File: src/rtl/mux2_src_ctrl.sv
`default_nettype none
// ============================================================================
//  Module   : mux2_src_ctrl
//  Purpose  : Source controller for the 8-bit 2:1 multiplexer experiment.
//             Two operands are captured from the board switches under
//             debounced load buttons. The select line is either toggled by a
//             debounced button (MANUAL) or alternated every ALT_DIV cycles
//             (AUTO). A one-cycle strobe marks every change of I0/I1/s.
//  Revision : 1.0 - initial release
// ----------------------------------------------------------------------------
//  Parameters
//    DB_CYCLES : cycles a synchronized button level must persist (2..65535)
//    ALT_DIV   : cycles between select toggles in AUTO mode     (2..65535)
//  Ports
//    clk      in   1  rising-edge clock
//    rst      in   1  synchronous active-high reset
//    sw       in   8  switch data, asynchronous
//    ld0      in   1  raw button, loads sw into I0
//    ld1      in   1  raw button, loads sw into I1
//    btn_sel  in   1  raw button, toggles s in MANUAL mode
//    auto_en  in   1  raw switch, 1 = AUTO alternate mode
//    I0       out  8  multiplexer input 0 (registered)
//    I1       out  8  multiplexer input 1 (registered)
//    s        out  1  multiplexer select (registered)
//    upd      out  1  one-cycle strobe in the first cycle showing new outputs
// ============================================================================
module mux2_src_ctrl #(
  parameter int unsigned DB_CYCLES = 4,
  parameter int unsigned ALT_DIV   = 8
) (
  input  logic       clk,
  input  logic       rst,
  input  logic [7:0] sw,
  input  logic       ld0,
  input  logic       ld1,
  input  logic       btn_sel,
  input  logic       auto_en,
  output logic [7:0] I0,
  output logic [7:0] I1,
  output logic       s,
  output logic       upd
);

  // Button lane indices inside the packed button vectors.
  localparam int unsigned C_NUM_BTN = 3;
  localparam int unsigned C_BTN_LD0 = 0;
  localparam int unsigned C_BTN_LD1 = 1;
  localparam int unsigned C_BTN_SEL = 2;

  // The debounce counter reaching DB_CYCLES-1 while the levels still differ
  // means this is the DB_CYCLES-th consecutive differing cycle.
  localparam logic [15:0] C_DB_LAST  = 16'(DB_CYCLES - 1);
  localparam logic [15:0] C_ALT_LAST = 16'(ALT_DIV - 1);

  typedef enum logic [0:0] {
    ST_MANUAL = 1'b0,
    ST_AUTO   = 1'b1
  } mode_e;

  // --------------------------------------------------------------------------
  // Two-flop synchronizers
  // --------------------------------------------------------------------------
  logic [7:0]           sw_s1_q,   sw_s1_d;
  logic [7:0]           sw_s2_q,   sw_s2_d;
  logic [C_NUM_BTN-1:0] btn_s1_q,  btn_s1_d;
  logic [C_NUM_BTN-1:0] btn_s2_q,  btn_s2_d;
  logic                 auto_s1_q, auto_s1_d;
  logic                 auto_s2_q, auto_s2_d;

  always_comb begin
    sw_s1_d   = sw;
    sw_s2_d   = sw_s1_q;
    btn_s1_d  = {btn_sel, ld1, ld0};
    btn_s2_d  = btn_s1_q;
    auto_s1_d = auto_en;
    auto_s2_d = auto_s1_q;
  end

  always_ff @(posedge clk) begin
    if (rst) begin
      sw_s1_q   <= 8'h00;
      sw_s2_q   <= 8'h00;
      btn_s1_q  <= '0;
      btn_s2_q  <= '0;
      auto_s1_q <= 1'b0;
      auto_s2_q <= 1'b0;
    end else begin
      sw_s1_q   <= sw_s1_d;
      sw_s2_q   <= sw_s2_d;
      btn_s1_q  <= btn_s1_d;
      btn_s2_q  <= btn_s2_d;
      auto_s1_q <= auto_s1_d;
      auto_s2_q <= auto_s2_d;
    end
  end

  // --------------------------------------------------------------------------
  // Debouncers, one per button. Each yields a registered one-cycle press
  // pulse on a 0->1 flip of its debounced level; the pulse is visible in the
  // cycle right after the flip edge.
  // --------------------------------------------------------------------------
  logic [C_NUM_BTN-1:0] w_press;

  for (genvar gi = 0; gi < C_NUM_BTN; gi++) begin : g_debounce
    logic        lvl_q,   lvl_d;
    logic [15:0] cnt_q,   cnt_d;
    logic        press_q, press_d;

    always_comb begin
      lvl_d   = lvl_q;
      cnt_d   = 16'd0;
      press_d = 1'b0;
      if (btn_s2_q[gi] != lvl_q) begin
        if (cnt_q == C_DB_LAST) begin
          lvl_d   = ~lvl_q;
          // Only a rising debounced level counts as a press.
          press_d = ~lvl_q;
        end else begin
          cnt_d = cnt_q + 16'd1;
        end
      end
    end

    always_ff @(posedge clk) begin
      if (rst) begin
        lvl_q   <= 1'b0;
        cnt_q   <= 16'd0;
        press_q <= 1'b0;
      end else begin
        lvl_q   <= lvl_d;
        cnt_q   <= cnt_d;
        press_q <= press_d;
      end
    end

    assign w_press[gi] = press_q;
  end

  // --------------------------------------------------------------------------
  // Mode FSM and alternation counter
  // --------------------------------------------------------------------------
  mode_e       state_q,   state_d;
  logic [15:0] alt_cnt_q, alt_cnt_d;
  logic        w_auto_tog;
  logic        w_man_tog;

  always_comb begin
    state_d    = state_q;
    alt_cnt_d  = 16'd0;
    w_auto_tog = 1'b0;
    w_man_tog  = 1'b0;
    case (state_q)
      ST_MANUAL: begin
        // Counter stays at 0 so the first AUTO toggle is ALT_DIV edges
        // after the mode change.
        w_man_tog = w_press[C_BTN_SEL];
        if (auto_s2_q) begin
          state_d = ST_AUTO;
        end
      end
      ST_AUTO: begin
        // Select-button presses are dropped here; leaving AUTO freezes s
        // and clears the counter without a final toggle.
        if (!auto_s2_q) begin
          state_d = ST_MANUAL;
        end else if (alt_cnt_q == C_ALT_LAST) begin
          w_auto_tog = 1'b1;
        end else begin
          alt_cnt_d = alt_cnt_q + 16'd1;
        end
      end
      default: begin
        state_d = ST_MANUAL;
      end
    endcase
  end

  // --------------------------------------------------------------------------
  // Output registers and update strobe
  // --------------------------------------------------------------------------
  logic [7:0] i0_q,  i0_d;
  logic [7:0] i1_q,  i1_d;
  logic       s_q,   s_d;
  logic       upd_q, upd_d;
  logic       w_toggle;

  always_comb begin
    i0_d     = i0_q;
    i1_d     = i1_q;
    w_toggle = w_man_tog | w_auto_tog;
    s_d      = s_q ^ w_toggle;
    // Loads strobe even when the value does not change; simultaneous events
    // merge into a single strobe.
    upd_d    = w_press[C_BTN_LD0] | w_press[C_BTN_LD1] | w_toggle;
    if (w_press[C_BTN_LD0]) begin
      i0_d = sw_s2_q;
    end
    if (w_press[C_BTN_LD1]) begin
      i1_d = sw_s2_q;
    end
  end

  always_ff @(posedge clk) begin
    if (rst) begin
      state_q   <= ST_MANUAL;
      alt_cnt_q <= 16'd0;
      i0_q      <= 8'h00;
      i1_q      <= 8'h00;
      s_q       <= 1'b0;
      upd_q     <= 1'b0;
    end else begin
      state_q   <= state_d;
      alt_cnt_q <= alt_cnt_d;
      i0_q      <= i0_d;
      i1_q      <= i1_d;
      s_q       <= s_d;
      upd_q     <= upd_d;
    end
  end

  assign I0  = i0_q;
  assign I1  = i1_q;
  assign s   = s_q;
  assign upd = upd_q;

endmodule
`default_nettype wire

File: config.mk
export PLATFORM = sky130hd
export DESIGN_NAME = mux2_src_ctrl
export DESIGN_NICKNAME = d
export VERILOG_FILES = /design/src/rtl/mux2_src_ctrl.sv
export SDC_FILE = /design/constraint.sdc
export NUM_CORES = 1
export LEC_CHECK = 0
export ABC_AREA = 1
export CORE_ASPECT_RATIO = 1.2
export CORE_MARGIN = 2
export CORE_UTILIZATION = 55
export CTS_BUF_LIST = sky130_fd_sc_hd__clkbuf_8 sky130_fd_sc_hd__clkbuf_16
export DETAILED_ROUTE_END_ITERATION = 8
export PLACE_DENSITY = 0.79
export SLEW_MARGIN = 10
export SYNTH_ARGS = -nofsm -noshare
export SYNTH_HDL_FRONTEND = slang
export SYNTH_SLANG_ARGS = --single-unit
File: constraint.sdc
create_clock -name clk -period 1.7 [get_ports clk]
set_clock_uncertainty 0.2 [all_clocks]
set_input_delay 0.425 -clock clk [delete_from_list [all_inputs] [get_ports clk]]
set_output_delay 0.425 -clock clk [all_outputs]
set_load 0.05 [all_outputs]
==> impl_metrics.env <==
export IMPL_cts_tree="yes"
export IMPL_grt_max_degree=20
export IMPL_min_path_type="flip-flop to flip-flop"
export IMPL_peakVddDrop_v=0.000723
export IMPL_post_route_util_pct=71.9
export IMPL_post_synth_top_count_cell="nor2_1"
export IMPL_ys_flop_type="dfxtp_1"
export IMPL_syn_to_final_growth_pct=26.5
export IMPL_synth_top_cell_area_share_pct=46.0
export IMPL_max_slew_margin_pct=78.1
export IMPL_diodes=0
export IMPL_arrival_ns=1.05
export IMPL_nets=750
export IMPL_syn_nets=699
export IMPL_crit_fanout=2
export IMPL_status="complete, no violations"
export IMPL_ys_top_cells_by_area="dfxtp_1, nor2_1, inv_1"
export IMPL_crit_type="flip-flop to primary output"
export IMPL_postRouteAntennaNets=0
export IMPL_yosysWarnings=0
export IMPL_synth_seq_cells=113
export IMPL_start_kind="flip-flop"
export IMPL_p_sw_mw=1.37
export IMPL_dr_pass1_iters=5
export IMPL_grt_pass1_wl_um=18300
export IMPL_fillCellCount=683
export IMPL_grt_use_total_pct=23.1
export IMPL_synth_largest_area_cell="dfxtp_1"
export IMPL_timing_reg2reg_setup_slack_ns=0.13
export IMPL_antenna_found_initial=0
export IMPL_drive_above_1_share_pct=14.6
export IMPL_pre_cts_ws_ns=-0.225
export IMPL_num_vias=4476
export IMPL_via_per_inst=5.19
export IMPL_synth_compound_gate_area_share_pct=7.53
export IMPL_cp_num_buf_inv=1
export IMPL_route_detailed_drc=0
export IMPL_coreArea_sq_mm=0.00866
export IMPL_setup_slack_ns=0.0255
export IMPL_min_delay_start="sw_s1_q[4]"
export IMPL_synth_edf_count=0
export IMPL_power_density_mw_per_mm2=1020
export IMPL_overflow=0
export IMPL_cp_required_ns=1.07
export IMPL_path_clk_slew_ns=0.06
export IMPL_synth_async_sr_flop_share_pct=0
export IMPL_power_leakage_nw=2.44
export IMPL_ys_seq_area_share_pct=46.0
export IMPL_wire_per_inst_um=12.2
export IMPL_synth_cell_area_sq_mm=0.00492
export IMPL_r2r_end="g_debounce[2].cnt_q[12]"
export IMPL_p_seq_share_pct=42.5
export IMPL_post_cts_buffers=0
export IMPL_insertion_delay_ns=0.52
export IMPL_fmax_mhz=597
export IMPL_critPathSlowestCell="dfxtp_1"
export IMPL_cts_root_buf="clkbuf_8"
export IMPL_cts_hold_buf=0
export IMPL_r2r_cells=9
export IMPL_synth_mux_area_share_pct=0
export IMPL_gp_congestion=0.913
export IMPL_cts_max_level=4
export IMPL_first_iter_violations=195
export IMPL_path_cells="buf_12"
export IMPL_tightest_slew_ns=0.327
export IMPL_synth_common_cells="nor2_1, dfxtp_1, inv_1, nand2_1, nand3_1"
export IMPL_dieHeight_um=108
export IMPL_synth_top_family_by_area="simple AND/OR/NAND/NOR gates"
export IMPL_power_share_switching_pct=21.6
export IMPL_maxCapViolCount=0
export IMPL_whs_ns=0.206
export IMPL_ctsLongestPathBuffers=2
export IMPL_initial_core_util_pct=56.8
export IMPL_finalCriticalPeriod_ns=1.67
export IMPL_comb_power_share_pct=1.7
export IMPL_critPathTopFamily="flip-flops"
export IMPL_min_period_over_period_pct=98.5
export IMPL_endpoint_kind="primary output"
export IMPL_die_area_sq_mm=0.00972
export IMPL_synth_cell_types=29
export IMPL_setup_violations=0
export IMPL_clkPwrFrac_pct=55.8
export IMPL_worst_path_stages=1
export IMPL_cts_sinks=113
export IMPL_hold_viol_final=0
export IMPL_port_buffers=31
export IMPL_dp_hpwl_um=7390
export IMPL_report_final_slew_viol_count=0
export IMPL_grt_pass1_vias=4347
export IMPL_hold_depth=2
export IMPL_synth_fa_ha_area_share_pct=1.02
export IMPL_synth_area_per_cell_sq_um=7.23
export IMPL_rows=37
export IMPL_rr_startpoint="g_debounce[2].cnt_q[0]"
export IMPL_critPathMaxStageDelay_ns=0.38
export IMPL_synthCells=681
export IMPL_die_w_um=90.4
export IMPL_ff_latch_area_sq_mm=0.00228
export IMPL_intPower_mw=4.98
export IMPL_multiInputGateArea_sq_mm=0.00222
export IMPL_wl_um=10500
export IMPL_io_pins=32
export IMPL_synthSimpleGateAreaFrac_pct=34.2
export IMPL_synth_xor_area_share_pct=1.96
export IMPL_min_to="sw_s2_q[4]"
export IMPL_cts_inserted_buffers=17
[worst max path at each step]
| stage | from | endpoint | slack (ns) |
|---|---|---|---|
| after global routing | g_debounce[0].cnt_q[0] | g_debounce[0].cnt_q[10] | -0.01 |
| final | I0[7] | I0[7] | 0.03 |
| after CTS | I1[0] | I1[0] | 0.005 |
| after global placement | rst | g_debounce[1].cnt_q[8] | -0.22 |
| after detailed placement | rst | g_debounce[0].cnt_q[5] | -0.22 |
| after floorplan | alt_cnt_q[0] | alt_cnt_q[9] | 0.22 |
[registers in the layout, summed over array words and instances (netlist names)]
name                flops
I0                      8
I1                      8
alt_cnt_q              16
auto_s1_q               1
auto_s2_q               1
btn_s1_q                3
btn_s2_q                3
g_debounce.cnt_q       48
g_debounce.lvl_q        3
g_debounce.press_q      3
s                       1
state_q                 1
sw_s1_q                 8
sw_s2_q                 8
upd                     1
[logic make-up after synthesis]
group / count (synthesis)
AOI/OAI and AO/OA: 64
xor gates and xnor gates: 11
adders and majority gates: 4
buffers and inverters: 115
DFF: 113
and+or+nand+nor: 374
[through the flow]
step	TNS, ns	cells	total power, mW	cell area (sq um)
after floorplan	0	681	2.80	4920
after global placement	-11.13	830	2.85	5590
after detailed placement	-11.59	830	2.86	5590
after CTS	0	862	6.39	6200
after global routing	-0.0138	862	6.51	6230
final	0	862	6.34	6230
[power by group through the flow]
stage	logic (mW)	clock network (mW)	registers, mW
6_report	0.108	3.54	2.69
5_1_grt	0.121	3.69	2.69
4_1_cts	0.109	3.59	2.69
3_5_place_dp	0.107	0	2.75
3_3_place_gp	0.105	0	2.75
2_1_floorplan	0.0573	0	2.75
[per-layer routing]
metal	up-vias	global-route usage, %	wire length [um]
li1	2291	-	-
met1	2027	27.2	4560
met2	132	39.4	5200
met3	26	6.44	540
met4	0	10.2	230
met5	-	0	0
[area by class of cell]
cell class / count / area share, %
Sequential cell: 113 / 36.6
Multi-Input combinational cell: 453 / 35.6
Timing Repair Buffer: 43 / 9.53
Clock buffer: 17 / 6.65
Inverter: 104 / 6.27
Clock inverter: 15 / 3.01
Tap cell: 117 / 2.35
[cell usage in the layout, fill, tap and decap left out, types with 3 or more instances in the layout]
cell / instances
nand3b_1: 5
ha_1: 3
buf_4: 11
nor2_2: 3
o21ai_0: 25
xor2_1: 10
dfxtp_1: 100
bufinv_16: 3
buf_12: 19
inv_1: 103
nor4_1: 4
clkdlybuf4s50_1: 13
or2_2: 4
a21oi_1: 24
clkbuf_16: 16
a21oi_2: 13
clkinv_4: 7
nor3_1: 27
dfxtp_2: 13
nand3_1: 47
nor2_1: 140
nand2_1: 102
nand4_1: 30
nand2_4: 3
clkinvlp_4: 3
[worst reg2reg max path, cell delays in order (launching register included)]
cell and delay (ns):
dfxtp_2 0.34, ha_2 0.21, nand2_1 0.07, inv_1 0.10, nand2_1 0.11, nor2_4 0.21
nand3_1 0.09, nand2_1 0.06, nand2_1 0.04, nor2_1 0.08
[timing repair]
action / in CTS / in global routing
setup endpoints to repair: 7 / 40
pin swaps: 0 / 1
cloned: 0 / 0
gates resized for setup: 7 / 12
(Power assumes the default switching activity.)
